<file path="config.mk">
export PLATFORM = sky130hd
export DESIGN_NAME = fdma_wr_arbiter4
export DESIGN_NICKNAME = d
export VERILOG_FILES = /design/src/rtl/fdma_wr_arbiter4_pkg.sv /design/src/rtl/fdma_wr_arbiter4_rr_pick4.sv /design/src/rtl/fdma_wr_arbiter4.sv
export SDC_FILE = /design/constraint.sdc
export NUM_CORES = 1
export LEC_CHECK = 0
export ABC_CLOCK_PERIOD_IN_PS = 2350
export BUFFER_PORTS_ARGS = -buffer_cell sky130_fd_sc_hd__buf_2
export CAP_MARGIN = 20
export CELL_PAD_IN_SITES_DETAIL_PLACEMENT = 2
export CELL_PAD_IN_SITES_GLOBAL_PLACEMENT = 2
export CORE_UTILIZATION = 18
export CTS_BUF_LIST = sky130_fd_sc_hd__clkbuf_4 sky130_fd_sc_hd__clkbuf_8
export DETAILED_ROUTE_END_ITERATION = 7
export PLACE_DENSITY_LB_ADDON = 0.1
export SYNTH_ARGS = -nofsm -noshare
export SYNTH_HDL_FRONTEND = slang
export SYNTH_SLANG_ARGS = --single-unit
</file>
<file path="constraint.sdc">
create_clock -name ui_clk -period 2.35 [get_ports ui_clk]
set_input_delay 0.47 -clock ui_clk [delete_from_list [all_inputs] [get_ports ui_clk]]
set_output_delay 0.47 -clock ui_clk [all_outputs]
set_load 0.01 [all_outputs]
</file>
<file path="src/rtl/fdma_wr_arbiter4_pkg.sv">
// Shared types and the round-robin search helper for the FDMA write arbiter.
package fdma_wr_arbiter4_pkg;

  typedef enum logic [1:0] {
    ST_IDLE  = 2'd0,
    ST_GRANT = 2'd1,
    ST_BUSY  = 2'd2
  } arb_state_t;

  typedef struct packed {
    logic       found;
    logic [1:0] idx;
  } rr_pick_t;

  // First requesting channel found when searching ptr, ptr+1, ... (wrapping mod 4).
  function automatic rr_pick_t rr_next(input logic [3:0] req, input logic [1:0] ptr);
    rr_pick_t   r;
    logic [1:0] c;
    r = '0;
    for (int unsigned k = 0; k < 4; k++) begin
      c = ptr + k[1:0];
      if (!r.found && req[c]) begin
        r.found = 1'b1;
        r.idx   = c;
      end
    end
    return r;
  endfunction

endpackage

</file>
<file path="src/rtl/fdma_wr_arbiter4_rr_pick4.sv">
// Combinational round-robin picker over four request lines.
module rr_pick4
  import fdma_wr_arbiter4_pkg::*;
(
  input  logic [3:0] req,
  input  logic [1:0] ptr,
  output logic       found,
  output logic [1:0] idx
);

  rr_pick_t pick;

  // Search starts at ptr so the channel after the last winner has priority.
  always_comb begin
    pick  = rr_next(req, ptr);
    found = pick.found;
    idx   = pick.idx;
  end

endmodule

</file>
<file path="src/rtl/fdma_wr_arbiter4.sv">
// Four-to-one FDMA write-channel arbiter: round-robin burst grant, address/size
// latch and per-channel data/strobe steering toward a single FDMA write port.
module fdma_wr_arbiter4
  import fdma_wr_arbiter4_pkg::*;
#(
  parameter int AXI_DATA_WIDTH = 32,
  parameter int AXI_ADDR_WIDTH = 23
) (
  input  logic                      ui_clk,
  input  logic                      ui_rstn,

  input  logic [AXI_ADDR_WIDTH-1:0] fdma_waddr_1,
  input  logic                      fdma_wareq_1,
  input  logic [15:0]               fdma_wsize_1,
  output logic                      fdma_wbusy_1,
  input  logic [AXI_DATA_WIDTH-1:0] fdma_wdata_1,
  output logic                      fdma_wvalid_1,

  input  logic [AXI_ADDR_WIDTH-1:0] fdma_waddr_2,
  input  logic                      fdma_wareq_2,
  input  logic [15:0]               fdma_wsize_2,
  output logic                      fdma_wbusy_2,
  input  logic [AXI_DATA_WIDTH-1:0] fdma_wdata_2,
  output logic                      fdma_wvalid_2,

  input  logic [AXI_ADDR_WIDTH-1:0] fdma_waddr_3,
  input  logic                      fdma_wareq_3,
  input  logic [15:0]               fdma_wsize_3,
  output logic                      fdma_wbusy_3,
  input  logic [AXI_DATA_WIDTH-1:0] fdma_wdata_3,
  output logic                      fdma_wvalid_3,

  input  logic [AXI_ADDR_WIDTH-1:0] fdma_waddr_4,
  input  logic                      fdma_wareq_4,
  input  logic [15:0]               fdma_wsize_4,
  output logic                      fdma_wbusy_4,
  input  logic [AXI_DATA_WIDTH-1:0] fdma_wdata_4,
  output logic                      fdma_wvalid_4,

  output logic [AXI_ADDR_WIDTH-1:0] fdma_waddr,
  output logic                      fdma_wareq,
  output logic [15:0]               fdma_wsize,
  input  logic                      fdma_wbusy,
  output logic [AXI_DATA_WIDTH-1:0] fdma_wdata,
  input  logic                      fdma_wvalid,

  output logic [1:0]                grant_o,
  output logic                      active_o
);

  arb_state_t                state_q, state_d;
  logic [1:0]                ptr_q;
  logic [1:0]                grant_q;
  logic [AXI_ADDR_WIDTH-1:0] waddr_q;
  logic [15:0]               wsize_q;

  logic [3:0]                req_vec;
  logic                      pick_found;
  logic [1:0]                pick_idx;
  logic [AXI_ADDR_WIDTH-1:0] sel_addr;
  logic [15:0]               sel_size;
  logic                      active;
  logic [3:0]                own;

  assign req_vec = {fdma_wareq_4, fdma_wareq_3, fdma_wareq_2, fdma_wareq_1};

  rr_pick4 u_pick (
    .req   (req_vec),
    .ptr   (ptr_q),
    .found (pick_found),
    .idx   (pick_idx)
  );

  // Candidate address/size of the channel the picker currently favours.
  always_comb begin
    sel_addr = fdma_waddr_1;
    sel_size = fdma_wsize_1;
    case (pick_idx)
      2'd0: begin sel_addr = fdma_waddr_1; sel_size = fdma_wsize_1; end
      2'd1: begin sel_addr = fdma_waddr_2; sel_size = fdma_wsize_2; end
      2'd2: begin sel_addr = fdma_waddr_3; sel_size = fdma_wsize_3; end
      default: begin sel_addr = fdma_waddr_4; sel_size = fdma_wsize_4; end
    endcase
  end

  // Next-state logic: grant, wait for controller busy, wait for busy to drop.
  always_comb begin
    state_d = state_q;
    case (state_q)
      ST_IDLE:  if (pick_found) state_d = ST_GRANT;
      ST_GRANT: if (fdma_wbusy) state_d = ST_BUSY;
      ST_BUSY:  if (!fdma_wbusy) state_d = ST_IDLE;
      default:  state_d = ST_IDLE;
    endcase
  end

  // State, winner latch and round-robin pointer registers.
  always_ff @(posedge ui_clk or negedge ui_rstn) begin
    if (!ui_rstn) begin
      state_q <= ST_IDLE;
      ptr_q   <= '0;
      grant_q <= '0;
      waddr_q <= '0;
      wsize_q <= '0;
    end else begin
      state_q <= state_d;
      if (state_q == ST_IDLE && pick_found) begin
        grant_q <= pick_idx;
        waddr_q <= sel_addr;
        wsize_q <= sel_size;
      end
      if (state_q == ST_BUSY && !fdma_wbusy) begin
        ptr_q <= grant_q + 2'd1;
      end
    end
  end

  assign active     = (state_q != ST_IDLE);
  assign active_o   = active;
  assign grant_o    = grant_q;
  assign fdma_wareq = (state_q == ST_GRANT);
  assign fdma_waddr = waddr_q;
  assign fdma_wsize = wsize_q;

  // One-hot ownership; all zero outside a grant so stray strobes reach no one.
  always_comb begin
    own = '0;
    if (active) own[grant_q] = 1'b1;
  end

  assign fdma_wvalid_1 = fdma_wvalid & own[0];
  assign fdma_wvalid_2 = fdma_wvalid & own[1];
  assign fdma_wvalid_3 = fdma_wvalid & own[2];
  assign fdma_wvalid_4 = fdma_wvalid & own[3];
  assign fdma_wbusy_1  = fdma_wbusy & own[0];
  assign fdma_wbusy_2  = fdma_wbusy & own[1];
  assign fdma_wbusy_3  = fdma_wbusy & own[2];
  assign fdma_wbusy_4  = fdma_wbusy & own[3];

  // Beat data from the granted channel; zero while no grant is held.
  always_comb begin
    fdma_wdata = '0;
    if (active) begin
      case (grant_q)
        2'd0:    fdma_wdata = fdma_wdata_1;
        2'd1:    fdma_wdata = fdma_wdata_2;
        2'd2:    fdma_wdata = fdma_wdata_3;
        default: fdma_wdata = fdma_wdata_4;
      endcase
    end
  end

endmodule

</file>
# Word-level counts from Yosys, hierarchy flattened
# Index checks and enable logic that the tools add are counted.
word_totals:
  memories: 0
  out_inout_bits: 83
  latchBits: 0
  register_bits: 45
  rom_bits: 0
  mem_bits_rw: 0
op_classes:
  n_addsub: 4
  mux: 23
  bitwise_logic: 8
  n_shift: 0
  n_eq_ne: 9
  magnitude_cmp: 6
  div: 0
  multipliers: 0
  reduce_logical: 15
ops:
  columns: ["op", "n"]
  rows:
  - ["32-bit case mux with 3 select lines", 1]
  - ["23-bit case mux with 3 select lines", 1]
  - ["16-bit case mux with 3 select lines", 1]
  - ["32-bit 2-to-1 mux", 1]
  - ["2-bit by 3-bit less-than comparator with 1-bit output (second input constant)", 5]
  - ["3-bit 2-to-1 mux", 4]
  - ["1-bit bitwise AND", 8]
  - ["1-bit binary-select mux with 2-bit select", 4]
  - ["2-bit by 1-bit == test with 1-bit output (second input constant)", 3]
  - ["2-bit == test (second input constant)", 3]
  - ["1-bit logical AND", 6]
  - ["2-bit zero test", 3]
  - ["2-bit 2-to-1 mux", 3]
  - ["2-bit case mux with 3 select lines", 1]
  - ["1-bit 2-to-1 mux", 5]
  - ["2-bit by 1-bit adder with 2-bit output (second input constant)", 2]
  - ["2-bit adder (second input constant)", 2]
  - ["1-bit zero test", 4]
  - ["4-bit 2-to-1 mux", 1]
  - ["2-bit by 1-bit inequality test with 1-bit output (second input constant)", 2]
  - ["3-bit AND reduction", 1]
  - ["1-bit demux with 2-bit select", 1]
  - ["2-bit by 1-bit greater-or-equal comparator with 1-bit output (second input constant)", 1]
  - ["2-bit inequality test (second input constant)", 1]
  - ["2-bit nonzero test", 1]

# Longest topological paths before layout
# Gate-level depths: netlist of run 1.
logic_depth:
  ltp_word: 14
  ltp_mapped: 8
  depth_no_buf: 6

# Modules after synthesis
# From an unflattened synthesis of run 1, not the netlist that was laid out.
unflattened:
  hier_cells: 330
  hier_area_um2: 3764.9
by_module_without_submodules:
  columns: ["mod", "seq_area_each_um2", "area_per_inst_um2", "cells_each", "n_inst"]
  rows:
  - ["fdma_wr_arbiter4", 1126.1, 3687.3, 315, 1]
  - ["rr_pick4", 0.0, 77.6, 15, 1]

# Worst setup path after synthesis of run 1
# Ideal clock, no wire load.
synth_timing:
  path_kind: "register to output"
  startpoint: "register grant_q[0], in the netlist grant_o[0]"
  endpoint: "output fdma_wdata[10]"
  arrival_ns: 1.631
  stages_incl_launch_ff: 9
  path_slack_ns: 0.249
  n_path_buf: 2
  t_required_ns: 1.880
  path_cell_list: "dfrtp_1 > inv_1 > ha_1 > clkbuf_1 > clkbuf_1 > a222oi_1 > nor2_1 > a21oi_1 > nor2_1"
synth_between:
  elab_chain_len: 3
synth_lines:
  columns: ["item", "line_no", "rtl"]
  rows:
  - ["from (decl)", "fdma_wr_arbiter4.sv:53", "logic [1:0] grant_q;"]
  - ["from (signal assigned)", "fdma_wr_arbiter4.sv:108", "grant_q <= pick_idx;"]
  - ["2-bit == test, or another cell as far along", "fdma_wr_arbiter4.sv:144", "case (grant_q)"]
  - ["32-bit case mux with 3 select lines *", "fdma_wr_arbiter4.sv:144", null]
  - ["32-bit 2-to-1 mux *", "fdma_wr_arbiter4.sv:143", "if (active) begin"]
  - ["to (decl)", "fdma_wr_arbiter4.sv:44", "output logic [AXI_DATA_WIDTH-1:0] fdma_wdata,"]
# Every way passes the cells marked *; elsewhere a longest branch is shown, timed or not.

# Worst setup path in the final report of run 1
layout_timing:
  startpoint: "register grant_q[1], in the netlist grant_o[1]"
  endpoint: "output fdma_wdata[21]"
# The elaborated chain is that of the path after synthesis.

==> flow_summary.yaml, run 1 <==
outcome:
  status: "complete, but fails checks"
  violations: "negative setup slack"
final_layout:
  nets: 1116
  drive_above_1_share_pct: 51.5
  syn2layout_area_growth_pct: 65.4
  utilization_pct: 30.8
power_and_ir_drop:
  power_leakage_uw: 0.00326
  ir_worst_vdd_mv: 0.312
  cellPowerDensity_mw_per_mm2: 1140
synthesis:
  synth-edff-count: 0
  syn_inst: 466
  synthMuxAreaShare_pct: 10.5
  async_reset_ff_share_pct: 100
  synth.most_common_cell: "nor2_1"
  yosysSeqAreaShare_pct: 29.5
  syn-num-nets: 763
  synth_adder_area_share_pct: 1.64
  yosysWarnings: 0
  avgSynthCellArea_um2: 8.20
  ys_top_cells_by_area: "dfrtp_1 29%, nor2_1 10%, mux2i_1 10%, a221oi_1 8.7%, a222oi_1 8.4%"
  synth_simple_gate_area_share_pct: 19.8
  synth_top_family_by_area: "compound AO/OA/AOI/OAI gates"
  yosysTopAreaCell: "dfrtp_1"
  synth_common_cells: "105 x nor2_1, 45 x dfrtp_1, 39 x a211oi_1, 39 x mux2i_1, 38 x a221oi_1"
  syn_area_mm2: 0.00382
  synth_seq_cells: 45
  synthXorXnorAreaFrac_pct: 0
  netlist.area_leader.share_pct: 29.5
  yosys.cell_types.count: 36
  synth_compound_area_share_pct: 31.8
  synth_ff_type: "dfrtp_1"
clocking:
  path_clk_slew_ns: 0.09
  cts_tree: "built"
  cts.sinks: 45
  cts_hold_buf: 0
  clock-root-buffer: "clkbuf_8"
  h-tree-depth: 2
  cts_buffer_depth: 2
  cts_inserted_buffers: 5
  worstSkewPairLatency_ns: 0.32
timing:
  finClkSkew_ns: 0.00613
  final_hold_viol_count: 0
  max_freq_ghz: 0.405
  tightest_slew_ns: 0.596
  maxSlewHeadroom_pct: 60.3
  whs_ns: 0.134
  setup_ws_ns: -0.117
  final.period_utilization_pct: 105
  period_needed_ns: 2.47
  rsz0062_at_grt: "true"
  setup_viol: 18
  maxSlewViolCount: 0
floorplanning:
  die_w_um: 148
  fp.coreArea_mm2: 0.0205
  row_count: 52
  start_util_pct: 18.7
  design.die.area_mm2: 0.0218
  io_pins: 375
  die_h_um: 148
grt:
  antenna_found_initial: 4
  grt_max_degree: 41
  grt-ovfl-total: 0
  grt_pass1_vias: 5731
  grtUsageTotal_pct: 19.0
  grt_pass1_wl_um: 32100
drt:
  drtIter0Drc: 217
  drc_errors: 0
  ant_nets: 0
  vias: 5316
  drtPass1Iterations: 7
  vias_per_cell: 4.87
  wl_um: 21800
  wl_per_cell_um: 20.0
min_path:
  hp-class: "input pin to async pin"
placement:
  gp_congestion: 0.876
  numPortBuffers: 374
  dpl.hpwl_um: 17300
critical_path:
  cp.arrival_ns: 2.00
  start_kind: "register"
  crit_required_ns: 1.88
  worstSetupPathType: "register to output port"
  r2r_setup_slack_ns: 0.38
  r2r-end: "fdma_waddr[15]"
  cp_max_fo: 17
  critPathLaunch: "grant_o[1]"
  reg2reg_depth: 6
  critPathCaptureType: "output port"
  r2r_start: "ptr_q[0]"
  endpoint: "fdma_wdata[21]"
flow_run:
  max_cap_viol_count: 0
-- final cells by class --
cell class | count | area, um2
timing repair buffer | 398 | 2230
tap | 270 | 338
clock buffer | 6 | 76.3
clock inverter | 1 | 8.76
fill | 2482 | 14200
sequential | 45 | 1130
multi-input combinational | 362 | 2510
inverter | 7 | 28.8
antenna | 2 | 5.00
-- registers in the layout, indices dropped and copies added, names as in the netlist --
register	cells
fdma_waddr	23
fdma_wsize	16
grant_o	2
ptr_q	2
state_q	2
-- per-layer routing --
metal  track usage, %  wire (um)  up-vias
li1                 -          -     2479
met1             19.8       8000     2578
met2             37.3      11800      232
met3             4.60       1620       25
met4             5.31        409        2
met5                0         19        -
-- worst min path at each step --
stage | endpoint | slack, ns | cells past startpoint
after detailed placement | fdma_wsize[2] | 0.52 | 1
after CTS | fdma_wsize[2] | 0.15 | 1
final | fdma_wsize[2] | 0.13 | 1
after global routing | fdma_wsize[2] | 0.17 | 1
after global placement | fdma_wsize[2] | 0.50 | 1
after floorplan | fdma_waddr[0] | 0.17 | 0
-- cell families (layout without fill, tap and decap cells) --
group                      Yosys count  count (layout)
and+or+nand+nor                    162             162
AOI/OAI and AO/OA                  155             155
buffers and inverters               59             412
DFF                                 45              45
muxes                               40              40
adders and majority gates            5               5
other                                0               2
-- repair_timing --
item / CTS / global route
endpoints found under the hold margin: 0 / 0
endpoints found under the setup margin: 32 / 32
gates cloned: 1 / 1
gates resized for setup: 14 / 3
pin swaps: 6 / 25
setup buffers: 1 / 0
-- placed cells by master (no fill, tap or decap), types with 2 or more instances in the layout --
master | Yosys | routed
a221oi_1 | 38 | 38
inv_2 | 1 | 2
buf_4 | 3 | 11
a21oi_1 | 34 | 34
nor2b_1 | 34 | 34
clkbuf_8 | 0 | 5
dfrtp_1 | 45 | 44
o21ai_0 | 3 | 3
nand2_1 | 2 | 2
nand2b_1 | 2 | 2
a211oi_1 | 39 | 39
mux2i_1 | 39 | 39
nor2_1 | 105 | 105
and2b_1 | 6 | 6
inv_1 | 6 | 4
diode_2 | 0 | 2
ha_4 | 0 | 3
buf_12 | 0 | 11
a31oi_4 | 0 | 2
buf_2 | 9 | 374
and3_1 | 8 | 8
a222oi_1 | 32 | 32
-- power breakdown --
part           leakage (uW)  switching, uW  total [uW]  internal (uW)
sequential         0.000501            231        1400           1170
clock             0.0000447            301         520            218
combinational       0.00271           3080        5290           2210
total               0.00326           3620        7210           3590
-- metrics by stage --
step	worst slack, ns	TNS (ns)	std cells	power, uW	area, um2
6_report	-0.117	-0.596	1091	7210	6320
5_1_grt	-0.241	-4.63	1091	7850	6320
3_3_place_gp	0.182	0	1079	6410	6100
3_5_place_dp	0.105	0	1079	6540	6100
2_1_floorplan	0.249	0	466	4340	3820
4_1_cts	-0.137	-2.04	1088	7270	6280
-- critical path, cell delays in order, from the launching register on --
cell	delay (ns)
dfrtp_1	0.43
inv_2	0.08
ha_4	0.19
buf_12	0.15
a222oi_1	0.31
nor2_1	0.10
a21oi_1	0.19
nor2_1	0.07
buf_2	0.15
No activity file was read; power rests on OpenSTA's default activity.
==> run 2, diff against run 1 <==
- CORE_AREA: unset -> 2 2 144 146
- CORE_UTILIZATION: 18 -> unset
- DIE_AREA: unset -> 0 0 146 148
- SYNTH_HIERARCHICAL: unset -> 1
==> flow_summary.yaml, run 2 <==
synthesis:
  synth_common_cells: "45 x dfrtp_1, 40 x mux2_2, 39 x mux4_2"
  synth.most_common_cell: "dfrtp_1"
  syn_area_mm2: 0.00376
  yosysWarnings: 6
  syn_inst: 330
  yosysSeqAreaShare_pct: 29.9
  synth-edff-count: 0
  synth_seq_cells: 45
  synth_ff_type: "dfrtp_1"
  ys_top_cells_by_area: "dfrtp_1 30%, mux4_2 23%, mux2_2 12%, a211oi_1 6.4%, a22oi_1 6.4%"
  async_reset_ff_share_pct: 100
  avgSynthCellArea_um2: 11.4
  syn-num-nets: 627
  netlist.area_leader.share_pct: 29.9
  yosysTopAreaCell: "dfrtp_1"
  yosys.cell_types.count: 29
critical_path:
  cp_max_fo: 19
  cp.arrival_ns: 1.78
  crit_required_ns: 1.88
  worstSetupPathType: "register to output port"
  critPathCaptureType: "output port"
  reg2reg_depth: 6
  start_kind: "register"
timing:
  finalSetupTns_ns: 0
  tightest_slew_ns: 0.587
  final_hold_viol_count: 0
  maxSlewHeadroom_pct: 60.8
  setup_viol: 0
  final.period_utilization_pct: 95.8
  finClkSkew_ns: 0.0154
  max_freq_ghz: 0.444
  period_needed_ns: 2.25
  rsz0062_at_grt: "true"
  whs_ns: 0.130
  maxSlewViolCount: 0
clocking:
  clock-root-buffer: "clkbuf_8"
  worstSkewPairLatency_ns: 0.32
  cts_buffer_depth: 2
  cts.sinks: 45
  cts_inserted_buffers: 5
  h-tree-depth: 2
  cts_tree: "built"
  path_clk_slew_ns: 0.10
final_layout:
  syn2layout_area_growth_pct: 69.6
  final_common_cell: "buf_2"
  nets: 998
  largest_reg_flops: 23
  final_cells: 974
  drive_above_1_share_pct: 72.4
  final_cell_mix: "374 x buf_2, 43 x dfrtp_1, 40 x mux2_2"
power_and_ir_drop:
  cellPowerDensity_mw_per_mm2: 1180
  ir_worst_vdd_mv: 0.365
  power_uw: 7540
  power_leakage_uw: 0.00306
grt:
  grt_pass1_wl_um: 30300
  antenna_found_initial: 3
  grt_pass1_vias: 5235
  grt_max_degree: 65
  grtUsageTotal_pct: 18.1
  grt-ovfl-total: 0
floorplanning:
  design.die.area_mm2: 0.0216
  io_pins: 375
  die_h_um: 148
  fp.coreArea_mm2: 0.0200
  start_util_pct: 18.8
  row_count: 52
  die_w_um: 146
placement:
  gp_congestion: 0.794
  place_inst: 957
  dpl.hpwl_um: 15900
  numPortBuffers: 374
drt:
  vias: 4537
  wl_um: 20000
  drc_errors: 0
  drtIter0Drc: 65
  ant_nets: 0
  drtPass1Iterations: 4
  vias_per_cell: 4.66
  wl_per_cell_um: 20.5
min_path:
  hp-class: "input pin to async pin"
outcome:
  status: "finished, final reports clean"
flow_run:
  max_cap_viol_count: 0
## run 2: power by group
part	switching (uW)	leakage (uW)	internal [uW]
Combinational	2710	0.00248	2800
Clock	317	0.0000549	273
Sequential	259	0.000525	1190
Total	3280	0.00306	4260
## run 2: worst max-delay path, cell delays in order, from the launching register on
cell	delay, ns
dfrtp_2	0.45
buf_4	0.15
ha_2	0.20
buf_12	0.16
a22oi_1	0.24
a211oi_2	0.11
buf_2	0.16
## run 2: layout make-up
type,instances,area (um2)
Tap cell,270,338
Multi-Input combinational cell,241,2530
Timing Repair Buffer,399,2250
Clock inverter,1,8.76
Clock buffer,7,96.3
Inverter,9,36.3
Antenna cell,2,5.00
Fill cell,2357,13700
Sequential cell,45,1130
## run 2: logic make-up after synthesis
kind of cell               Yosys count  share of synthesized area [%]
buffers and inverters               44                           5.52
adders and majority gates            5                           1.66
AOI/OAI and AO/OA                  105                           18.5
xor gates and xnor gates             1                          0.233
and+or+nand+nor                     49                           8.04
DFF                                 45                           29.9
muxes                               81                           36.1
## run 2: path summary, 6_finish.rpt
| kind | startpoint | to | slack (ns) |
|---|---|---|---|
| max | grant_o[0] | fdma_wdata[10] | 0.1 |
| min | ui_rstn | fdma_waddr[8] | 0.13 |
| max reg2reg | ptr_q[0] | fdma_wsize[2] | 0.18 |
| min reg2reg | fdma_wsize[4] | fdma_wsize[4] | 0.51 |
| max in group asynchronous | ui_rstn | grant_o[0] | 1.63 |
| min in group ui_clk | fdma_wbusy | state_q[1] | 0.45 |
## run 2: through the flow
stage	area, um2	utilization (%)	setup WS (ns)
CTS	6300	31.5	0.000999
detailed placement	6080	30.4	-0.0834
finish	6390	31.9	0.0977
global route	6390	31.9	-0.0109
floorplan	3760	-	0.189
global placement	6080	30.4	-0.0526
## run 2: routing by layer
metal / global-route usage (%) / share of wire [%]
met3: 6.30 / 8.6
met4: 4.71 / 1.6
met5: 0 / 0.055
met2: 35.0 / 54
met1: 18.6 / 36
## run 2: what timing repair did
item,4_1_cts,5_1_grt
endpoints found under the setup margin,25,24
endpoints found under the hold margin,0,0
hold buffers,0,0
pin swaps,0,7
cloned,2,1
buffers inserted,1,3
gates resized for setup,13,10
